## src/rtl/ifetch_queue_if.sv

```systemverilog
// Bundle of fetch-unit signals: redirect, instruction-memory bus and the
// decode-facing queue head. The queue drives through "master"; the
// surrounding pipeline and memory use "slave".
interface ifetch_queue_if #(
  parameter int DEPTH = 4
);
  localparam int CW = $clog2(DEPTH) + 1;

  logic          redirect;
  logic [31:0]   redirect_pc;
  logic          i_req;
  logic [31:0]   i_addr;
  logic          i_ready;
  logic          i_rvalid;
  logic [31:0]   i_rdata;
  logic          out_valid;
  logic [31:0]   out_code;
  logic [31:0]   out_pc;
  logic [4:0]    out_exc;
  logic          out_ready;
  logic [CW-1:0] count;

  modport master (
    input  redirect, redirect_pc, i_ready, i_rvalid, i_rdata, out_ready,
    output i_req, i_addr, out_valid, out_code, out_pc, out_exc, count
  );

  modport slave (
    output redirect, redirect_pc, i_ready, i_rvalid, i_rdata, out_ready,
    input  i_req, i_addr, out_valid, out_code, out_pc, out_exc, count
  );
endinterface

```

## src/rtl/ifetch_queue.sv

```systemverilog
// Instruction fetch queue: issues one in-order memory request at a time,
// buffers returned words (or an address-error marker) in a small circular
// FIFO for decode, and flushes/restarts on redirect.
module ifetch_queue #(
  parameter int          DEPTH    = 4,
  parameter logic [31:0] BOOT_PC  = 32'h0000_3000,
  parameter logic [31:0] IM_START = 32'h0000_3000,
  parameter logic [31:0] IM_END   = 32'h0000_7000,
  parameter logic [4:0]  EXC_ADEL = 5'd4
) (
  input  logic          clk,
  input  logic          reset,
  ifetch_queue_if.master bus
);
  localparam int AW = $clog2(DEPTH);
  localparam int CW = AW + 1;

  typedef enum logic [1:0] {S_REQ, S_WAIT, S_DROP} state_t;

  state_t          state_reg, state_next;
  logic [31:0]     fpc_reg;
  logic [31:0]     req_pc_reg;
  logic            halted_reg;
  logic [AW-1:0]   rd_ptr_reg, wr_ptr_reg;
  logic [CW-1:0]   count_reg;

  logic [31:0]     code_mem [DEPTH];
  logic [31:0]     pc_mem   [DEPTH];
  logic [4:0]      exc_mem  [DEPTH];

  logic            fpc_legal, not_full, head_valid;
  logic            fetch_req, fetch_fire;
  logic            push_rsp, push_exc, push, pop;
  logic [31:0]     push_code, push_pc;
  logic [4:0]      push_exc_code;

  // A fetch needs a word-aligned address inside instruction memory.
  assign fpc_legal  = (fpc_reg >= IM_START) && (fpc_reg < IM_END) && (fpc_reg[1:0] == 2'b00);
  assign not_full   = count_reg < CW'(DEPTH);
  assign head_valid = count_reg != '0;

  // Redirect flushes the FIFO, so nothing is popped or pushed that cycle.
  assign pop        = head_valid && bus.out_ready && !bus.redirect;
  assign fetch_req  = (state_reg == S_REQ) && not_full && fpc_legal && !halted_reg && !bus.redirect;
  assign fetch_fire = fetch_req && bus.i_ready;
  assign push_rsp   = (state_reg == S_WAIT) && bus.i_rvalid && !bus.redirect;
  assign push_exc   = (state_reg == S_REQ) && !fpc_legal && !halted_reg && not_full && !bus.redirect;
  assign push       = (push_rsp || push_exc) && (not_full || pop);

  // Entry written on push: a fetched word, or an address-error marker.
  always_comb begin
    push_code     = '0;
    push_pc       = fpc_reg;
    push_exc_code = EXC_ADEL;
    if (push_rsp) begin
      push_code     = bus.i_rdata;
      push_pc       = req_pc_reg;
      push_exc_code = '0;
    end
  end

  // Next-state logic for the single-outstanding-request handshake.
  always_comb begin
    state_next = state_reg;
    if (bus.redirect) begin
      case (state_reg)
        S_WAIT:  state_next = bus.i_rvalid ? S_REQ : S_DROP;
        S_DROP:  state_next = S_DROP;
        default: state_next = S_REQ;
      endcase
    end else begin
      case (state_reg)
        S_REQ:   if (fetch_fire) state_next = S_WAIT;
        S_WAIT:  if (bus.i_rvalid) state_next = S_REQ;
        S_DROP:  if (bus.i_rvalid) state_next = S_REQ;
        default: state_next = S_REQ;
      endcase
    end
  end

  // Control state: FSM, fetch PC, halt flag, pointers and occupancy.
  always_ff @(posedge clk) begin
    if (reset) begin
      state_reg  <= S_REQ;
      fpc_reg    <= BOOT_PC;
      req_pc_reg <= '0;
      halted_reg <= 1'b0;
      rd_ptr_reg <= '0;
      wr_ptr_reg <= '0;
      count_reg  <= '0;
    end else begin
      state_reg <= state_next;
      if (bus.redirect) begin
        fpc_reg    <= bus.redirect_pc;
        halted_reg <= 1'b0;
        rd_ptr_reg <= '0;
        wr_ptr_reg <= '0;
        count_reg  <= '0;
      end else begin
        if (fetch_fire) begin
          req_pc_reg <= fpc_reg;
          fpc_reg    <= fpc_reg + 32'd4;
        end
        if (push_exc) halted_reg <= 1'b1;
        if (push) wr_ptr_reg <= wr_ptr_reg + AW'(1);
        if (pop)  rd_ptr_reg <= rd_ptr_reg + AW'(1);
        if (push && !pop)      count_reg <= count_reg + CW'(1);
        else if (!push && pop) count_reg <= count_reg - CW'(1);
      end
    end
  end

  // FIFO storage write; no reset needed, the head is masked while empty.
  always_ff @(posedge clk) begin
    if (push) begin
      code_mem[wr_ptr_reg] <= push_code;
      pc_mem[wr_ptr_reg]   <= push_pc;
      exc_mem[wr_ptr_reg]  <= push_exc_code;
    end
  end

  assign bus.i_req     = fetch_req;
  assign bus.i_addr    = fpc_reg;
  assign bus.out_valid = head_valid;
  assign bus.out_code  = head_valid ? code_mem[rd_ptr_reg] : '0;
  assign bus.out_pc    = head_valid ? pc_mem[rd_ptr_reg]   : '0;
  assign bus.out_exc   = head_valid ? exc_mem[rd_ptr_reg]  : '0;
  assign bus.count     = count_reg;
endmodule

```

## src/flat_wrapper.sv

```systemverilog
// flat-port wrapper written by rule: the top's interface ports become plain ports
module ifetch_queue_flat 
#(
  parameter int          DEPTH    = 4,
  parameter logic [31:0] BOOT_PC  = 32'h0000_3000,
  parameter logic [31:0] IM_START = 32'h0000_3000,
  parameter logic [31:0] IM_END   = 32'h0000_7000,
  parameter logic [4:0]  EXC_ADEL = 5'd4
)
  (clk, reset, bus_redirect, bus_redirect_pc, bus_i_ready, bus_i_rvalid, bus_i_rdata, bus_out_ready, bus_i_req, bus_i_addr, bus_out_valid, bus_out_code, bus_out_pc, bus_out_exc, bus_count);
  ifetch_queue_if #(.DEPTH(DEPTH)) bus_i ();
  input  logic clk;
  input  logic reset;
  input wire logic [$bits(bus_i.redirect)-1:0] bus_redirect;
  input wire logic [$bits(bus_i.redirect_pc)-1:0] bus_redirect_pc;
  input wire logic [$bits(bus_i.i_ready)-1:0] bus_i_ready;
  input wire logic [$bits(bus_i.i_rvalid)-1:0] bus_i_rvalid;
  input wire logic [$bits(bus_i.i_rdata)-1:0] bus_i_rdata;
  input wire logic [$bits(bus_i.out_ready)-1:0] bus_out_ready;
  output wire logic [$bits(bus_i.i_req)-1:0] bus_i_req;
  output wire logic [$bits(bus_i.i_addr)-1:0] bus_i_addr;
  output wire logic [$bits(bus_i.out_valid)-1:0] bus_out_valid;
  output wire logic [$bits(bus_i.out_code)-1:0] bus_out_code;
  output wire logic [$bits(bus_i.out_pc)-1:0] bus_out_pc;
  output wire logic [$bits(bus_i.out_exc)-1:0] bus_out_exc;
  output wire logic [$bits(bus_i.count)-1:0] bus_count;
  assign bus_i.redirect = bus_redirect;
  assign bus_i.redirect_pc = bus_redirect_pc;
  assign bus_i.i_ready = bus_i_ready;
  assign bus_i.i_rvalid = bus_i_rvalid;
  assign bus_i.i_rdata = bus_i_rdata;
  assign bus_i.out_ready = bus_out_ready;
  assign bus_i_req = bus_i.i_req;
  assign bus_i_addr = bus_i.i_addr;
  assign bus_out_valid = bus_i.out_valid;
  assign bus_out_code = bus_i.out_code;
  assign bus_out_pc = bus_i.out_pc;
  assign bus_out_exc = bus_i.out_exc;
  assign bus_count = bus_i.count;
  ifetch_queue #(.DEPTH(DEPTH), .BOOT_PC(BOOT_PC), .IM_START(IM_START), .IM_END(IM_END), .EXC_ADEL(EXC_ADEL)) u_core (.clk(clk), .reset(reset), .bus(bus_i));
endmodule
```

## config.mk

```make
export PLATFORM = sky130hd
export DESIGN_NAME = ifetch_queue_flat
export DESIGN_NICKNAME = d
export VERILOG_FILES = /design/src/rtl/ifetch_queue_if.sv /design/src/rtl/ifetch_queue.sv /design/src/flat_wrapper.sv
export SDC_FILE = /design/constraint.sdc
export NUM_CORES = 1
export LEC_CHECK = 0
export CORE_UTILIZATION = 55
export DETAILED_ROUTE_END_ITERATION = 8
export GPL_TIMING_DRIVEN = 0
export PLACE_DENSITY = 0.76
export SLEW_MARGIN = 20
export SYNTH_ARGS = -nofsm -noshare
export SYNTH_HDL_FRONTEND = slang
export SYNTH_SLANG_ARGS = --single-unit
```

## constraint.sdc

```tcl
create_clock -name clk -period 5.5 [get_ports clk]
set_input_delay 1.375 -clock clk [delete_from_list [all_inputs] [get_ports clk]]
set_output_delay 1.375 -clock clk [all_outputs]
set_load 0.03 [all_outputs]
```

# Word-level counts from Yosys, hierarchy flattened
# Memory sizes are Yosys's and may differ from the RTL's. A register that Yosys moved wholly into a read port is not among the register bits.
# Index checks and enable logic that the tools add are counted.
dict set report totals {
  register_bits 74
  ramBits 268
  n_memories 3
}
dict set report op_classes {
  add_sub_neg 5
  n_lt_le_gt_ge 3
  n_eq_ne 4
  n_mux 24
  n_bitwise 1
  n_reduce_logical 34
}
# memory words width read_ports rd_ports_with_merged_regs wr line
set memory_table {}
lappend memory_table {u_core.code_mem 4 32 1 1 1 ifetch_queue.sv:27} ;# logic [31:0] code_mem [DEPTH];
lappend memory_table {u_core.pc_mem 4 32 1 1 1 ifetch_queue.sv:28} ;# logic [31:0] pc_mem [DEPTH];
lappend memory_table {u_core.exc_mem 4 3 1 1 1 ifetch_queue.sv:29} ;# logic [4:0] exc_mem [DEPTH];
# cell count
set ops {}
lappend ops {{$mux W32} 6}
lappend ops {{$add A32 B3 Y32 const B} 1}
lappend ops {{$ge A32 B14 Y1 const B} 1}
lappend ops {{$lt A32 B15 Y1 const B} 1}
lappend ops {{$mux W2} 10}
lappend ops {{$logic_and A1 B1 Y1} 18}
lappend ops {{$mux W3} 3}
lappend ops {{$pmux W2 S2} 2}
lappend ops {{$logic_not A1 Y1} 5}
lappend ops {{$mux W5} 1}
lappend ops {{$add A2 B1 Y2 const B} 2}
lappend ops {{$logic_not A2 Y1} 2}
lappend ops {{$reduce_and A2 Y1} 2}
lappend ops {{$reduce_bool A2 Y1} 2}
lappend ops {{$reduce_or A2 Y1} 2}
lappend ops {{$add A3 B1 Y3 const B} 1}
lappend ops {{$lt A3 B3 Y1 const B} 1}
lappend ops {{$ne A3 B1 Y1 const B} 1}
lappend ops {{$ne A3 B2 Y1 const B} 1}
lappend ops {{$reduce_bool A3 Y1} 1}
lappend ops {{$sub A3 B1 Y3 const B} 1}
lappend ops {{$eq A2 B1 Y1 const B} 1}
lappend ops {{$eq A2 B2 Y1 const B} 1}
lappend ops {{$logic_or A1 B1 Y1} 2}
lappend ops {{2 further kinds} 3}

# Longest topological paths before layout
# Gate-level depths: netlist of run 1.
dict set report logic_depth {
  depth_word 14
  depth_mapped 14
}

# Worst setup path before layout of run 1
# Ideal clock, no wire load.
dict set report synth_timing {
  path_kind {input to register}
  from {input port bus_redirect}
  to {memory u_core.code_mem[0][0], enable pin}
  setup_time_ns 0.430
  t_arrival_ns 3.974
  required_time_ns 5.070
  slack_ns 1.096
  cell_stages 6
  path_cell_list {buf_6 or4b_1 a22oi_1 o31a_1 buf_2 and2_1}
}
dict set report synth_via {
  elab_chain_len 6
  elab_cells_between_ends 9
  classes_between {mux (2); reduce/logical (7)}
}
# item line
set synth_lines {}
lappend synth_lines {{from (decl)} flat_wrapper.sv:14} ;# input wire logic [$bits(bus_i.redirect)-1:0] bus_redirect;
lappend synth_lines {{$logic_not A1 Y1 (*)} {ifetch_queue.sv:43, ifetch_queue.sv:46, ifetch_queue.sv:47}}
lappend synth_lines {{$logic_and A1 B1 Y1, on equally long branches} {ifetch_queue.sv:46, ifetch_queue.sv:43, ifetch_queue.sv:47}}
lappend synth_lines {{$logic_or A1 B1 Y1} ifetch_queue.sv:48} ;# assign push = (push_rsp || push_exc) && (not_full || pop);
lappend synth_lines {{$logic_and A1 B1 Y1 (*)} ifetch_queue.sv:48}
lappend synth_lines {{named net u_core.push} ifetch_queue.sv:33} ;# logic push_rsp, push_exc, push, pop;
lappend synth_lines {{$mux W1 (*)} ifetch_queue.sv:115} ;# if (push) begin
lappend synth_lines {{$mux W1 (implied by the code) (*)} ifetch_queue.sv:116} ;# code_mem[wr_ptr_reg] <= push_code;
lappend synth_lines {{to (decl)} ifetch_queue.sv:27}
# The timed path passes the listed nets; every way through them passes the cells marked *.

==> results.yml, run 1 <==
clock_network:
  h-tree-depth: 2
  numCtsBuffers: 35
  clkLatencyLatePin_ps: 510
  path_clk_slew_ps: 60
  cts.path.max_buffers: 3
  hold_buffers: 0
  cts-root-buf: "clkbuf_16"
  cts_resized: 0
  cts_tree: "built"
  post_cts.repair.setup_buffers: 0
  cts_sinks: 336
logic_synthesis:
  ys_seq_area_share_pct: 68.2
  ys_warn_count: 0
  syn_inst: 904
  yosysUniqueCellTypes: 56
  syn-cell-area_sq_mm: 0.0137
  ys_seq_elements: 336
  syn_avg_cell_area_sq_um: 15.1
sta:
  setup_viol: 0
  skew_ps: 12.9
  holdWs_ps: 452
  max_freq_ghz: 0.218
  tightest_slew_ps: 686
  hold_viol: 0
  fin_ws_ps: 911
  final.min_clock_period_ps: 4590
  final_max_slew_viol_count: 0
  period_share_pct: 83.4
  rsz0062_at_grt: "no"
  slew_headroom_pct: 54.3
global_route:
  grt_use_total_pct: 22.7
  grt_pass1_vias: 8134
  antenna_found_initial: 0
  grt_max_degree: 42
  overflow: 0
  grt_pass1_wl_microns: 44400
die:
  die_width_microns: 160
  rows: 57
  start_util_pct: 56.2
  core_sq_mm: 0.0243
  ios: 176
  die_area_sq_mm: 0.0255
  die_h_microns: 160
final_layout:
  synthToLayoutAreaGrowth_pct: 24.2
  nets: 1198
  nFillCells: 1621
  final_common_cell: "edfxtp_1"
  layout-drive-gt1-share_pct: 14.2
  top_regs: "u_core.code_mem (128), u_core.pc_mem (128)"
  multi_input_area_sq_mm: 0.00402
  num_antenna_cells: 0
  final_cell_mix: "edfxtp_1, clkdlybuf4s50_1, nand2_1, and2_1, dfxtp_1"
  regArea_sq_mm: 0.00933
critical_path:
  arrival_ps: 3210
  cpMaxStageDelayCell: "clkdlybuf4s50_1"
  r2r_cells: 14
  crit_family: "buffers and inverters"
  cp-start-kind: "register"
  rr_startpoint: "u_core.state_reg[1]"
  r2r_slack_ps: 2260
  critPathMaxFanout: 10
  critPathBufInv: 3
  path_depth: 5
  crit_chain: "clkbuf_1, buf_1, mux4_2, and2_1, clkdlybuf4s50_1"
  cpPeakStageDelay_ps: 630
  criticalPathCategory: "register to output pin"
  worst_ep_required_time_ps: 4120
  end_kind: "output pin"
placed_design:
  post-place-ws_ps: 1020
  gp_congestion: 0.869
  io_buffers: 169
  hpwl_microns: 18300
detailed_routing:
  drt-initial-drc-count: 594
  vias_per_cell: 5.53
  avgRoutedWirePerCell_microns: 19.2
  drt_first_pass_iters: 7
  drtAntennaViolNets: 0
  drc_errors: 0
  postRouteWirelength_microns: 28200
  via_count: 8114
power:
  ir_worst_vdd_uv: 186
  p_per_area_mw_per_mm2: 348
  p_leak_nw: 5.75
min_path:
  hold_path.class: "register to register"
  min_from: "u_core.req_pc_reg[9]"
  min_path_cells: 2
run_status:
  status: "finished clean"
run:
  maxCapViolCount: 0
## worst paths after layout
path,end
max reg2reg,u_core.bus.count[2]
min,u_core.req_pc_reg[9]
min reg2reg,u_core.req_pc_reg[9]
max,bus_out_pc[17]
## cells in the mapped netlist (all sizes together)
cell type | count | area [sq um]
edfxtp | 260 | 7810
nand2 | 131 | 492
and2 | 121 | 757
dfxtp | 76 | 1520
mux4 | 65 | 1460
nor2 | 37 | 141
clkbuf | 33 | 124
a21oi | 26 | 130
buf | 25 | 150
a22oi | 19 | 143
inv | 17 | 63.8
ha | 10 | 125
nand3 | 9 | 50.1
o21ai | 9 | 45.0
nor3 | 8 | 56.3
nor4 | 7 | 104
a221oi | 6 | 65.1
a311oi | 6 | 65.1
mux2i | 6 | 60.1
xor2 | 4 | 42.6
nand4 | 3 | 33.8
or3 | 3 | 18.8
and3 | 2 | 12.5
o31a | 2 | 17.5
xnor2 | 2 | 17.5
a2111oi | 1 | 8.76
a211oi | 1 | 7.51
a21o | 1 | 7.51
a31oi | 1 | 6.26
a32oi | 1 | 8.76
conb | 1 | 3.75
fa | 1 | 20.0
mux2 | 1 | 11.3
nand2b | 1 | 6.26
nand3b | 1 | 7.51
nor2b | 1 | 6.26
nor3b | 1 | 7.51
nor4b | 1 | 15.0
o31ai | 1 | 21.3
or2 | 1 | 6.26
or3b | 1 | 8.76
or4b | 1 | 10.0
## cells by family after synthesis
family | Yosys count | share of synthesized area [%]
buffers and inverters | 75 | 2.47
AO/OA/AOI/OAI | 74 | 3.84
adder cells (fa/ha/maj) | 11 | 1.06
XOR/XNOR | 6 | 0.439
other | 1 | 0.0274
multiplexers | 72 | 11.2
AND/OR/NAND/NOR | 329 | 12.7
flip-flops | 336 | 68.2
## worst min-delay path, cell delays in order, from the launching register on
cell and delay [ps]:
dfxtp_1 310, nand2_1 50, a21oi_1 50
## metrics by stage
| step | setup TNS (ps) | cells | instance area (sq um) | utilization (%) | power (mW) |
|---|---|---|---|---|---|
| CTS | 0 | 1468 | 17000 | 69.8 | 5.94 |
| finish | 0 | 1468 | 17000 | 69.8 | 5.90 |
| detailed placement | 0 | 1404 | 15900 | 65.3 | 3.69 |
| floorplan | 0 | 907 | 13700 | - | 3.37 |
| global placement | -190240 | 1400 | 15800 | 64.9 | 3.68 |
| global route | 0 | 1468 | 17000 | 69.8 | 6.09 |
## final cells by class
type                    count  area share (%)
flip-flops and latches    336            55.0
clock inverters            16           0.914
multi-input cells         496            23.7
repair buffers            173            10.5
plain buffers              58            1.61
well taps                 324            2.39
inverters                  17           0.376
clock buffers              48            5.56
## metal layers
layer | up-vias | GRT usage [%] | wire length [microns]
met3 | 38 | 4.03 | 1770
met1 | 3998 | 30.6 | 12100
met4 | 0 | 5.73 | 485
met2 | 307 | 38.4 | 13900
li1 | 3771 | - | -
met5 | - | 0 | 0
## where the power goes
group / internal (mW) / switching (mW) / total (mW) / leakage (nW)
Sequential: 2.82 / 0.0481 / 2.87 / 2.97
Combinational: 0.335 / 0.429 / 0.764 / 2.24
Clock: 1.31 / 0.953 / 2.27 / 0.538
Total: 4.47 / 1.43 / 5.90 / 5.75
(Power assumes the default switching activity.)
==> run 2, diff against run 1 <==
==> constraint.sdc (replaced) <==
create_clock -name clk -period 4.5 [get_ports clk]
set_input_delay 1.125 -clock clk [delete_from_list [all_inputs] [get_ports clk]]
set_output_delay 1.125 -clock clk [all_outputs]
set_load 0.03 [all_outputs]
==> results of run 2 <==
The final DEF is identical to that of run 1. Status: finished clean.
Main changes from that run: setup slack after placement 1020 ps -> 265 ps; setup slack after layout 911 ps -> 161 ps; register-to-register setup slack 2260 ps -> 1260 ps; total power 5.90 mW -> 7.21 mW; worst IR drop on VDD 186 uV -> 227 uV
==> run 3, diff against run 2 <==
--- a/config.mk
+++ b/config.mk
@@ -9,7 +9,7 @@
 export DETAILED_ROUTE_END_ITERATION = 8
 export GPL_TIMING_DRIVEN = 0
 export PLACE_DENSITY = 0.76
-export SLEW_MARGIN = 20
+export SLEW_MARGIN = 0
 export SYNTH_ARGS = -nofsm -noshare
 export SYNTH_HDL_FRONTEND = slang
 export SYNTH_SLANG_ARGS = --single-unit
==> results of run 3 <==
The final DEF is identical to that of run 1. Status: finished clean.
Main changes from that run: setup slack after placement 1020 ps -> 265 ps; setup slack after layout 911 ps -> 161 ps; register-to-register setup slack 2260 ps -> 1260 ps; total power 5.90 mW -> 7.21 mW; worst IR drop on VDD 186 uV -> 227 uV
